===== config.mk =====
export PLATFORM = sky130hd
export DESIGN_NAME = program_loader
export DESIGN_NICKNAME = d
export VERILOG_FILES = /design/src/rtl/program_loader.sv
export SDC_FILE = /design/constraint.sdc
export NUM_CORES = 1
export LEC_CHECK = 0
export CAP_MARGIN = 10
export CORE_MARGIN = 2
export CORE_UTILIZATION = 45
export DETAILED_ROUTE_END_ITERATION = 8
export PLACE_DENSITY = 0.79
export SLEW_MARGIN = 20
export SYNTH_ARGS = -nofsm -noshare
export SYNTH_HDL_FRONTEND = slang
export SYNTH_SLANG_ARGS = --single-unit

===== constraint.sdc =====
create_clock -name clk -period 2.3 [get_ports clk]
set_clock_uncertainty 0.05 [all_clocks]
set_input_delay 0.575 -clock clk [delete_from_list [all_inputs] [get_ports clk]]
set_output_delay 0.575 -clock clk [all_outputs]
set_load 0.005 [all_outputs]

===== src/rtl/program_loader.sv =====
// Frame-based instruction-memory loader: receives LEN, payload and checksum bytes
// over a valid/ready stream and writes each payload byte to consecutive addresses.
module program_loader #(
  parameter logic [7:0] BASE_ADDR = 8'h00
) (
  input  logic       clk,
  input  logic       rst_n,
  input  logic       start,
  input  logic [7:0] in_data,
  input  logic       in_valid,
  output logic       in_ready,
  output logic       mem_we,
  output logic [7:0] mem_addr,
  output logic [7:0] mem_wdata,
  output logic       busy,
  output logic       done,
  output logic       error,
  output logic [8:0] count
);

  typedef enum logic [2:0] {
    S_IDLE,
    S_LEN,
    S_DATA,
    S_CSUM,
    S_DONE,
    S_ERR
  } state_t;

  state_t     state;
  state_t     state_nxt;
  logic       xfer;
  logic       launch;
  logic [7:0] sum;
  logic [7:0] remaining;
  logic [7:0] ptr;
  logic [7:0] csum_total;

  assign in_ready   = (state == S_LEN) || (state == S_DATA) || (state == S_CSUM);
  assign busy       = in_ready;
  assign xfer       = in_valid && in_ready;
  assign launch     = start && ((state == S_IDLE) || (state == S_DONE) || (state == S_ERR));
  assign csum_total = sum + in_data;

  always_ff @(posedge clk or negedge rst_n) begin
    if (!rst_n) begin
      state <= S_IDLE;
    end else begin
      state <= state_nxt;
    end
  end

  always_comb begin
    state_nxt = state;
    case (state)
      S_IDLE, S_DONE, S_ERR: begin
        if (start) state_nxt = S_LEN;
      end
      S_LEN: begin
        if (xfer) state_nxt = (in_data == 8'h00) ? S_ERR : S_DATA;
      end
      S_DATA: begin
        if (xfer && (remaining == 8'd1)) state_nxt = S_CSUM;
      end
      S_CSUM: begin
        if (xfer) state_nxt = (csum_total == 8'h00) ? S_DONE : S_ERR;
      end
      default: state_nxt = S_IDLE;
    endcase
  end

  // The write is registered: the accepted byte appears on the memory port
  // one cycle later, and count/ptr advance on that same edge.
  always_ff @(posedge clk or negedge rst_n) begin
    if (!rst_n) begin
      mem_we    <= 1'b0;
      mem_addr  <= BASE_ADDR;
      mem_wdata <= '0;
      done      <= 1'b0;
      error     <= 1'b0;
      count     <= '0;
      sum       <= '0;
      remaining <= '0;
      ptr       <= BASE_ADDR;
    end else begin
      mem_we <= 1'b0;
      if (launch) begin
        done      <= 1'b0;
        error     <= 1'b0;
        count     <= '0;
        sum       <= '0;
        remaining <= '0;
        ptr       <= BASE_ADDR;
      end
      if (xfer) begin
        case (state)
          S_LEN: begin
            remaining <= in_data;
            if (in_data == 8'h00) error <= 1'b1;
          end
          S_DATA: begin
            sum       <= csum_total;
            remaining <= remaining - 8'd1;
            mem_we    <= 1'b1;
            mem_addr  <= ptr;
            mem_wdata <= in_data;
            ptr       <= ptr + 8'd1;
            count     <= count + 9'd1;
          end
          S_CSUM: begin
            if (csum_total == 8'h00) done <= 1'b1;
            else                     error <= 1'b1;
          end
          default: ;
        endcase
      end
    end
  end

endmodule

==> results.cfg <==
[global_route]
grt_overflow = 0
grt_pass1_vias = 2568
antenna_found_initial = 0
grt_pass1_wl_um = 11700
grt_start_max_net_pins = 37
grt.total_usage_pct = 20.3

[routing]
ant_nets = 0
drc = 0
vias = 2582
routed_wl_um = 6860
wl_per_cell_um = 14.6
dr.pass1.iters = 5
vias_per_cell = 5.49
first_iter_violations = 119

[placement]
gp_congestion = 0.886
port_buffers = 41
place_hpwl_um = 5030
placed_area_um2 = 3650
dp_cells = 460
dp_slack_ns = -0.642

[timing]
hold_viol = 0
setup_viol = 0
tightest_slew_ns = 0.377
slew_violations = 0
finalHoldWorstSlack_ns = 0.0747
setup_ws_ns = 0.0511
min_period_over_period_pct = 97.8
rsz0062_at_grt = yes
max_freq_ghz = 0.445
setup-tns-final_ns = 0
finalCriticalPeriod_ns = 2.25
maxSlewHeadroom_pct = 74.9

[setup_path]
cp_data_arrival_time_ns = 2.42
critPathKind = reg2reg
r2r_slack_ns = 0.05
cp-startpoint = sum[0]$_DFF_PN0_
crit_path_end_kind = register
worstRegToRegCells = 7
worstPathRequired_ns = 2.47
timing.rr.end = done$_DFF_PN0_
r2r_start = sum[0]$_DFF_PN0_
crit_path_end = done$_DFF_PN0_
cp_max_fo = 2
critPathLaunchType = register

[power]
p_leak_nw = 1.77
power_mw = 4.02
clkPwrFrac_pct = 14.3
power_switching_mw = 1.54
powerDensity_nw_per_um2 = 1040
switching_share_pct = 38.3
internal_power_mw = 2.48
combPwrFrac_pct = 48.8
seqPwrFrac_pct = 36.9
ir_drop_uv = 565

[cells_and_area]
drive_above_1_share_pct = 19.8
synthToLayoutAreaGrowth_pct = 33.9
multi_input_area_um2 = 1520
fin_area_um2 = 3850
diodes = 0
final_net_count = 416
final-seq-area_um2 = 1380
fillers = 527
fin_util_pct = 61.3
fin_cells = 470

[floorplan]
die-area_um2 = 7050
core_um2 = 6280
start_util_pct = 45.8
pin_count = 42
die_h_um = 83.9
rows = 29
die_w_um = 83.9

[clock_tree]
cts-hold-fix-buffers = 0
clkTransAtPathRegs_ns = 0.10
clockRootBuffer = clkbuf_8
clock_latency_ns = 0.33
clock_path_buffers = 2
cts_max_level = 2
cts_tree = yes
cts.sinks = 55
cts_buffers = 5

[synthesis]
synthArstFlopShare_pct = 100
syn_area_um2 = 2880
synth_area_per_cell_um2 = 9.22
synth_enable_flop_cells = 0
syn_inst = 312
synth_cell_types = 54
yosysTopAreaCell = dfrtp_1
syn_nets = 336
yosysWarnings = 0
synth.most_common_cell = nand2_1
synth_commonest_cells = 84 x nand2_1, 55 x dfrtp_1, 29 x nand3_1
synth_seq_area_share_pct = 47.9
ys_ff_latch = 55
synth_top_area_share_pct = 47.9
synth_ff_type = dfrtp_1
synth_top_cells_by_area = dfrtp_1 48%, nand2_1 11%, nand3_1 5.0%, ha_1 4.8%, o21ai_0 2.4%

[min_path]
hp-class = in2async

[outcome]
status = finished, final reports clean

[run]
maxCapViolCount = 0
## kinds of logic after synthesis
logic type	after synthesis	share of synthesized area [%]
AO/OA/AOI/OAI	55	13.2
AND/OR/NAND/NOR	167	28.2
XOR/XNOR	4	1.22
buffers and inverters	16	3.00
adder cells (fa/ha/maj)	12	5.48
flip-flops	55	47.9
multiplexers	3	1.04
## power groups by stage
stage          Combinational, mW  Clock [mW]  Sequential [mW]
4_1_cts                     1.93       0.592             1.48
3_3_place_gp                1.79           0             1.46
2_1_floorplan               1.05           0             1.44
3_5_place_dp                1.84           0             1.48
5_1_grt                     2.18       0.615             1.52
6_report                    1.96       0.574             1.48
## layout by cell type, fill, tap and decap left out, drive strengths merged, types with 5 or more instances in the layout
cell and count:
a21oi 10, buf 46, clkbuf 5, clkdlybuf4s50 33, dfrtp 55, dlygate4sd2 6
ha 11, nand2 84, nand3 29, nand4 6, nor2 19, o211ai 7
o21ai 15
## routing by layer
metal  up-vias  track usage (%)  share of wire, %
li1       1263                -                 -
met1      1237             26.4                44
met2        67             34.4                50
met3        15             3.26               3.6
met4         0             6.89               2.3
met5         -                0                 0
## how the worst min path moves through the flow
stage,endpoint,cells after the start,from,slack (ns)
final,mem_wdata[4]$_DFFE_PN0P_,1,rst_n,0.07
after global routing,mem_wdata[4]$_DFFE_PN0P_,1,rst_n,0.09
after CTS,sum[0]$_DFF_PN0_,1,rst_n,0.07
after detailed placement,mem_addr[5]$_DFFE_PN0P_,2,mem_addr[5]$_DFFE_PN0P_,0.41
after global placement,mem_addr[5]$_DFFE_PN0P_,2,mem_addr[5]$_DFFE_PN0P_,0.41
after floorplan,count[0]$_DFF_PN0_,0,rst_n,0.23
## registers in the layout, indices dropped and copies added (netlist names)
signal and flops:
mem_addr 8, state 3, sum 8, mem_wdata 8
ptr 8, done 1, mem_we 1, count 9
remaining 8, error 1
## cell type report
class                   count  area share (%)
multi-input cells         241            39.6
flip-flops and latches     55            35.8
well taps                  77            2.50
clock buffers               5            1.79
clock inverters             3           0.715
inverters                   4           0.520
repair buffers             85            19.1
## worst max-delay path, stage by stage, from the launching register on
cell       delay, ns
dfrtp_1         0.42
ha_4            0.18
fa_2            0.40
xor2_1          0.16
or3_1           0.32
a221oi_2        0.24
o2111ai_1       0.16
o31ai_1         0.22
## repair_timing
action                                  in CTS  in global routing
endpoints found under the setup margin       5                  3
buffers inserted                             1                  1
gates resized for setup                     21                  1
pin swaps                                   12                  5
No activity file was read; power rests on OpenSTA's default activity.
